[config.mk]
export PLATFORM = sky130hd
export DESIGN_NAME = pattern_osc
export DESIGN_NICKNAME = d
export VERILOG_FILES = /design/src/rtl/pattern_osc_pkg.sv /design/src/rtl/tone_osc.sv /design/src/rtl/pattern_osc.sv
export SDC_FILE = /design/constraint.sdc
export NUM_CORES = 1
export LEC_CHECK = 0
export ABC_AREA = 1
export ABC_CLOCK_PERIOD_IN_PS = 1950
export BUFFER_PORTS_ARGS = -buffer_cell sky130_fd_sc_hd__buf_2
export CAP_MARGIN = 20
export CORE_MARGIN = 2
export CORE_UTILIZATION = 60
export CTS_BUF_LIST = sky130_fd_sc_hd__clkbuf_8
export CTS_CLUSTER_SIZE = 12
export DETAILED_ROUTE_END_ITERATION = 10
export PLACE_DENSITY_LB_ADDON = 0.25
export SLEW_MARGIN = 20
export SYNTH_ARGS = -nofsm -noshare
export SYNTH_HDL_FRONTEND = slang
export SYNTH_SLANG_ARGS = --single-unit
[constraint.sdc]
create_clock -name clk -period 1.95 [get_ports clk]
set_clock_uncertainty 0.05 [all_clocks]
set_input_delay 0.39 -clock clk [delete_from_list [all_inputs] [get_ports clk]]
set_output_delay 0.39 -clock clk [all_outputs]
set_load 0.02 [all_outputs]
[src/rtl/pattern_osc_pkg.sv]
// pattern_osc_pkg
// Shared definitions for the step-pattern tone generator.
//   mode_e : pattern register update mode (shift-in, rotate, hold, clear)
package pattern_osc_pkg;

  typedef enum logic [1:0] {
    MODE_SHIFT  = 2'b00,
    MODE_ROTATE = 2'b01,
    MODE_HOLD   = 2'b10,
    MODE_CLEAR  = 2'b11
  } mode_e;

endpackage

[src/rtl/tone_osc.sv]
// tone_osc
// Square-wave oscillator with a programmable half-period of top+1 cycles.
// A top of zero mutes the output (held low, counter parked at zero).
// Ports:
//   clk  in  1        system clock (rising edge)
//   rst  in  1        synchronous active-high reset
//   top  in  PITCH_W  half-period limit
//   out  out 1        square-wave output, straight from a flop
module tone_osc #(
  parameter int PITCH_W = 17
) (
  input  logic               clk,
  input  logic               rst,
  input  logic [PITCH_W-1:0] top,
  output logic               out
);

  logic [PITCH_W-1:0] r_count;
  logic               r_out;

  // The >= compare (rather than ==) makes a limit that drops below the
  // running count restart immediately instead of wrapping the counter.
  always_ff @(posedge clk) begin
    if (rst) begin
      r_count <= '0;
      r_out   <= 1'b0;
    end else if (top == '0) begin
      r_count <= '0;
      r_out   <= 1'b0;
    end else if (r_count >= top) begin
      r_count <= '0;
      r_out   <= ~r_out;
    end else begin
      r_count <= r_count + PITCH_W'(1);
    end
  end

  assign out = r_out;

endmodule

[src/rtl/pattern_osc.sv]
// pattern_osc
// Step-pattern tone generator. A tick divider steps a STEPS-bit pattern
// register (shift-in / rotate / hold / clear); the pattern shifted left by
// SHIFT is registered as the half-period limit of a tone oscillator.
// Ports:
//   clk      in  1      system clock (rising edge)
//   rst      in  1      synchronous active-high reset
//   din      in  1      serial pattern bit, active-high
//   mode     in  2      00 shift, 01 rotate, 10 hold, 11 clear
//   pattern  out STEPS  current pattern register
//   tick     out 1      one-cycle pulse marking a pattern step
//   osc_out  out 1      square-wave tone
module pattern_osc
  import pattern_osc_pkg::*;
#(
  parameter int STEPS    = 6,
  parameter int SHIFT    = 9,
  parameter int PITCH_W  = 17,
  parameter int TICK_DIV = 1 << 20
) (
  input  logic             clk,
  input  logic             rst,
  input  logic             din,
  input  logic [1:0]       mode,
  output logic [STEPS-1:0] pattern,
  output logic             tick,
  output logic             osc_out
);

  localparam int DIV_W = (TICK_DIV > 2) ? $clog2(TICK_DIV) : 1;
  localparam logic [DIV_W-1:0] DIV_LAST = DIV_W'(TICK_DIV - 1);

  if (STEPS + SHIFT > PITCH_W) begin : g_bad_width
    $error("pattern_osc: STEPS+SHIFT exceeds PITCH_W");
  end
  if (STEPS < 1) begin : g_bad_steps
    $error("pattern_osc: STEPS must be at least 1");
  end
  if (TICK_DIV < 2) begin : g_bad_div
    $error("pattern_osc: TICK_DIV must be at least 2");
  end

  logic [DIV_W-1:0]   r_div_count;
  logic [DIV_W-1:0]   w_div_next;
  logic               r_tick;
  logic [STEPS-1:0]   r_pattern;
  logic [STEPS-1:0]   w_pattern_next;
  logic [STEPS-1:0]   w_shift_val;
  logic [STEPS-1:0]   w_rot_val;
  logic [PITCH_W-1:0] r_top;
  mode_e              w_mode;

  // Divider: tick is registered from the next count value so that it is
  // high in exactly the cycle where the count sits at TICK_DIV-1.
  assign w_div_next = (r_div_count == DIV_LAST) ? '0 : r_div_count + DIV_W'(1);

  always_ff @(posedge clk) begin
    if (rst) begin
      r_div_count <= '0;
      r_tick      <= 1'b0;
    end else begin
      r_div_count <= w_div_next;
      r_tick      <= (w_div_next == DIV_LAST);
    end
  end

  // A single-bit pattern has no bits to move: shift just loads din and
  // rotate leaves the bit in place.
  if (STEPS == 1) begin : g_one_step
    assign w_shift_val = din;
    assign w_rot_val   = r_pattern;
  end else begin : g_multi_step
    assign w_shift_val = {din, r_pattern[STEPS-1:1]};
    assign w_rot_val   = {r_pattern[0], r_pattern[STEPS-1:1]};
  end

  assign w_mode = mode_e'(mode);

  always_comb begin
    w_pattern_next = r_pattern;
    unique case (w_mode)
      MODE_SHIFT:  w_pattern_next = w_shift_val;
      MODE_ROTATE: w_pattern_next = w_rot_val;
      MODE_HOLD:   w_pattern_next = r_pattern;
      MODE_CLEAR:  w_pattern_next = '0;
      default:     w_pattern_next = r_pattern;
    endcase
  end

  // din/mode only matter on the edge that closes a tick-high cycle.
  always_ff @(posedge clk) begin
    if (rst) begin
      r_pattern <= '0;
    end else if (r_tick) begin
      r_pattern <= w_pattern_next;
    end
  end

  always_ff @(posedge clk) begin
    if (rst) begin
      r_top <= '0;
    end else begin
      r_top <= PITCH_W'(r_pattern) << SHIFT;
    end
  end

  tone_osc #(
    .PITCH_W (PITCH_W)
  ) u_tone_osc (
    .clk (clk),
    .rst (rst),
    .top (r_top),
    .out (osc_out)
  );

  assign pattern = r_pattern;
  assign tick    = r_tick;

endmodule

==> results of run 1 <==
-- worst min-delay path by stage --
| stage | endpoint | depth (start not counted) |
|---|---|---|
| 5_1_grt | pattern[5] | 3 |
| 3_3_place_gp | u_tone_osc.r_count[0] | 1 |
| 4_1_cts | pattern[5] | 3 |
| 3_5_place_dp | r_top[14] | 2 |
| 2_1_floorplan | u_tone_osc.r_count[0] | 1 |
| 6_report | pattern[5] | 3 |
-- layout make-up --
| cell class | count | area, um^2 | area share |
|---|---|---|---|
| repair buffers | 14 | 75.1 | 0.0266 |
| clock inverters | 3 | 67.6 | 0.0240 |
| clock buffers | 5 | 68.8 | 0.0244 |
| well taps | 50 | 62.6 | 0.0222 |
| multi-input cells | 256 | 1330 | 0.471 |
| flip-flops and latches | 51 | 1020 | 0.362 |
| inverters | 52 | 195 | 0.0692 |
-- critical path, stage by stage, from the launching register on --
cell     delay (ns)
dfxtp_1        0.37
ha_2           0.25
nand2_1        0.10
nor2_4         0.14
nand2_2        0.10
nor2_1         0.16
nand3_2        0.15
nand3_1        0.15
nor2_1         0.06
nand2_1        0.07
nor2_1         0.04
-- kinds of logic (layout without fill, tap and decap cells) --
| logic type | Yosys count | count (layout) |
|---|---|---|
| buffers and inverters | 56 | 74 |
| AO/OA/AOI/OAI | 25 | 25 |
| AND/OR/NAND/NOR | 209 | 209 |
| other | 1 | 1 |
| flip-flops | 51 | 51 |
| adder cells (fa/ha/maj) | 9 | 9 |
| XOR/XNOR | 12 | 12 |
-- through the flow --
step / utilization / std cells
after floorplan: - / 363
after global placement: 0.659 / 423
after detailed placement: 0.659 / 423
after CTS: 0.692 / 431
after global routing: 0.695 / 431
final: 0.695 / 431
-- cell usage in the layout (no fill, tap or decap), drive strengths merged, types with 5 or more instances in the layout --
cell     n
xor2     7
buf     14
a21oi    9
ha       9
inv     51
xnor2    5
nand3   32
o21ai    6
nor3     5
nand2   80
dfxtp   51
clkbuf   5
nand4   10
nor2    76
-- flip-flops by register name (all words and copies together), names as in the netlist --
name                cells
pattern                 6
tick                    1
u_tone_osc.r_count     17
u_tone_osc.out          1
r_div_count            20
r_top                   6
-- power groups by stage --
stage	clock [mW]	sequential, mW	combinational [mW]
after floorplan	0	1.07	0.0307
after global placement	0	1.08	0.0416
after detailed placement	0	1.08	0.0431
after CTS	0.884	1.05	0.0430
after global routing	0.918	1.05	0.0491
final	0.868	1.05	0.0440
-- layer usage --
layer,up-vias,global-route usage
met5,-,0
li1,1182,-
met4,0,0.0828
met3,8,0.0523
met1,1038,0.254
met2,31,0.392
==> impl_metrics.ini, run 1 <==
[die]
dieWidth_um = 69.4
rows = 23
boundaryPins = 13
die_h_um = 69.4
start_util = 0.633
core-area_um2 = 4060
die_area_um2 = 4820

[cts]
postCtsHoldBufs = 0
clk_latency_ns = 0.31
cts_max_path_buffers = 2
cts_tree = done
cts.sinks = 51
clkSlewWorstSetupHoldPaths_ns = 0.10
post-cts-setup-buffers = 0
htree_levels = 2
cts_resized = 0
cts-root-buf = clkbuf_8
cts_buffers = 5

[routing]
num_vias = 2259
antenna_left = 0
route.met2.wl_um = 2390
wire_per_inst_um = 11.4
dr.pass1.iters = 4
drc = 0
wl_um = 4920
drt-initial-drc-count = 127
wl_met3_um = 158
top_layer = met4
viasPerCell = 5.24
m1WireLength_um = 2300

[power]
power_frac_comb = 0.022
power_leakage_nw = 1.10
p_seq_frac = 0.536
finalPower_mw = 1.97
switching_power_mw = 0.391
ir_drop_mv = 0.476
power_density_nw_per_um2 = 697
switching_share = 0.199
p_clk_frac = 0.442
p_int_mw = 1.57

[timing]
drv_slew = 0
post-route-period-util = 0.889
timing.hold.ws_ns = 0.285
rsz0062_at_grt = no
tns_ns = 0
finalSetupViolCount = 0
clock.fmax_ghz = 0.577
layout_min_cycle_time_ns = 1.73
finalHoldViolCount = 0
worst_slack_ns = 0.215

[synthesis]
yosys_register_bits = 51
synth_cell_types = 33
synthArstFlopShare = 0
synth.area.top_cells = dfxtp_1, nand2_1, nor2_1
synth_top_area_frac = 0.397
yosys_warnings = 0
synth_nets = 377
syn_area_um2 = 2570
synth_top_family_by_area = simple AND/OR/NAND/NOR gates
synth_fa_ha_area_frac = 0.0438
synthMostInstantiatedCell = nand2_1
synth-compound-area-share = 0.0585
syn_avg_cell_area_um2 = 7.08
synth-edff-count = 0
synth_commonest_cells = nand2_1, nor2_1, dfxtp_1, inv_1, nand3_1
synth_xor_area_frac = 0.0409
yosys.area.top_type = dfxtp_1
ys_seq_area_frac = 0.397
synth_simple_gate_area_frac = 0.369
synthCells = 363
ys.flop_type = dfxtp_1
synth_mux_area_frac = 0

[global_route]
antenna_found_initial = 0
grt-ovfl-total = 0
grt_pass1_vias = 2148
grt_pass1_wl_um = 8760
grt.total_usage = 0.220
grt_max_degree = 17

[critical_path]
r2r-end = tick
worstPathMaxFanout = 6
arrival_ns = 1.90
worstSetupEndpointType = flip-flop
rrSetupSlack_ns = 0.22
cp-endpoint = tick
crit_required_ns = 2.12
r2r_start = r_div_count[0]
crit_type = reg -> reg
timing.reg2reg.worst_path_depth = 10
start_kind = flip-flop
timing.critical_path.from = r_div_count[0]

[run_status]
outcome = completed

[min_path]
hp-start = din
holdCritPathClass = in -> reg

[finish]
drive_gt1_frac = 0.110
final_cell_area_um2 = 2820
area_growth_pct = 9.74
n_antenna_cell = 0
final.fill_count = 359
nets = 394

[placed_design]
io_buffers = 12
finalWeightedCongestion = 0.904
hpwl_um = 3810
post_dp_cell_area_um2 = 2670
place_ws_ns = 0.0813

[job]
maxCapViolations = 0
Note: power is estimated with default switching activity, not from simulation.
==> inputs of run 2 (changes only) <==
- CORE_ASPECT_RATIO: not set -> 1.4
==> run 2 against run 1 <==
Net effect:
- power shrank 11%
- worst setup slack worse by 0.030 ns
- critical path depth unchanged
- wire length is 1.2% lower
- final cell count fell by 0.93%
- worst hold slack better by 0.011 ns
- sequential power about the same
- die area grew 0.16%
- critical path type unchanged
==> impl_metrics.ini, run 2 (synthesized netlist as in run 1, its figures left out) <==
[global_route]
grt_pass1_wl_um = 8310
grt_max_degree = 16
grt.total_usage = 0.227
grt-ovfl-total = 0
antenna_found_initial = 0
grt_pass1_vias = 2062

[cts]
cts-root-buf = clkbuf_8
cts_max_path_buffers = 2
cts_tree = done
cts.sinks = 51
htree_levels = 2
clkSlewWorstSetupHoldPaths_ns = 0.09
cts_buffers = 5
postCtsHoldBufs = 0
clk_latency_ns = 0.30

[routing]
dr.pass1.iters = 4
drt-initial-drc-count = 92
wl_um = 4860
num_vias = 2221
wire_per_inst_um = 11.4
drc = 0
viasPerCell = 5.20
antenna_left = 0

[critical_path]
crit_type = reg -> reg
timing.critical_path.from = r_div_count[0]
crit_required_ns = 2.11
start_kind = flip-flop
r2r_start = r_div_count[0]
timing.reg2reg.worst_path_depth = 10
r2r-end = tick
rrSetupSlack_ns = 0.19
cp-endpoint = tick
worstSetupEndpointType = flip-flop
worstPathMaxFanout = 6
arrival_ns = 1.92

[power]
power_leakage_nw = 1.09
power_frac_comb = 0.025
switching_power_mw = 0.372
ir_drop_mv = 0.617
finalPower_mw = 1.76
switching_share = 0.212
p_clk_frac = 0.376
p_seq_frac = 0.599
power_density_nw_per_um2 = 631
p_int_mw = 1.39

[timing]
finalHoldViolCount = 0
finalSetupViolCount = 0
rsz0062_at_grt = no
clock.fmax_ghz = 0.567
layout_min_cycle_time_ns = 1.76
tns_ns = 0
timing.hold.ws_ns = 0.296
drv_slew = 0
post-route-period-util = 0.905

[die]
start_util = 0.616
dieWidth_um = 59.3
die_area_um2 = 4830
die_h_um = 81.4
core-area_um2 = 4170
rows = 28
boundaryPins = 13

[finish]
area_growth_pct = 8.43
top_regs = r_div_count (20), u_tone_osc.r_count (17)
mostFrequentLayoutCells = nand2_1, nor2_1, inv_1, dfxtp_1, nand3_1
final_util = 0.668
n_antenna_cell = 0
layout.cells.non_filler = 427
drive_gt1_frac = 0.115
mostFrequentLayoutCell = nand2_1
largest_reg_flops = 20
nets = 395
top_register = r_div_count

[placed_design]
finalWeightedCongestion = 0.848
dp_cells = 419
hpwl_um = 3820
io_buffers = 12

[min_path]
holdCritPathClass = in -> reg

[job]
maxCapViolations = 0

[run_status]
outcome = completed
run 2: timing repair:
item	4_1_cts	5_1_grt
setup endpoints to repair	0	23
resized for setup	0	4
setup buffers	0	0
hold endpoints to repair	0	0
run 2: per-stage QoR:
step | setup WS (ns) | instance area, um^2
3_3_place_gp | 0.127 | 2670
4_1_cts | 0.0723 | 2780
6_report | 0.186 | 2790
5_1_grt | 0.0301 | 2790
3_5_place_dp | 0.0909 | 2670
2_1_floorplan | 0.307 | 2570
run 2: area by class of cell:
class	instances	area, um^2
clock buffers	7	96.3
clock inverters	1	7.51
fillers	375	1380
inverters	52	195
multi-input cells	256	1330
flip-flops and latches	51	1020
well taps	45	56.3
repair buffers	15	82.6
run 2: power groups by stage:
stage	Sequential, mW	Combinational, mW	Clock, mW
after floorplan	1.07	0.0307	0
after global placement	1.08	0.0426	0
after detailed placement	1.08	0.0433	0
after CTS	1.05	0.0433	0.682
after global routing	1.05	0.0502	0.727
final	1.05	0.0443	0.662
run 2: worst min-delay path by stage:
stage	to	cells past startpoint	from
after global routing	pattern[5]	3	din
after floorplan	u_tone_osc.r_count[0]	1	u_tone_osc.r_count[0]
after detailed placement	u_tone_osc.r_count[0]	1	u_tone_osc.r_count[0]
final	pattern[5]	3	din
after global placement	u_tone_osc.r_count[0]	1	u_tone_osc.r_count[0]
after CTS	pattern[5]	3	din
run 2: critical path: stages, from the launching register on:
cell and delay (ns):
dfxtp_1 0.37, ha_2 0.26, nand2_1 0.08, nor2_2 0.17
nand2_2 0.11, nor2_1 0.18, nand3_2 0.16, nand3_1 0.15
nor2_1 0.06, nand2_1 0.06, nor2_1 0.03
run 2: per-layer routing:
metal / part of all wire / vias to the layer above / GRT usage
met5: 0 / - / 0
met3: 0.021 / 9 / 0.0488
met4: 0.024 / 0 / 0.100
met2: 0.54 / 29 / 0.420
met1: 0.41 / 1007 / 0.240
li1: - / 1176 / -
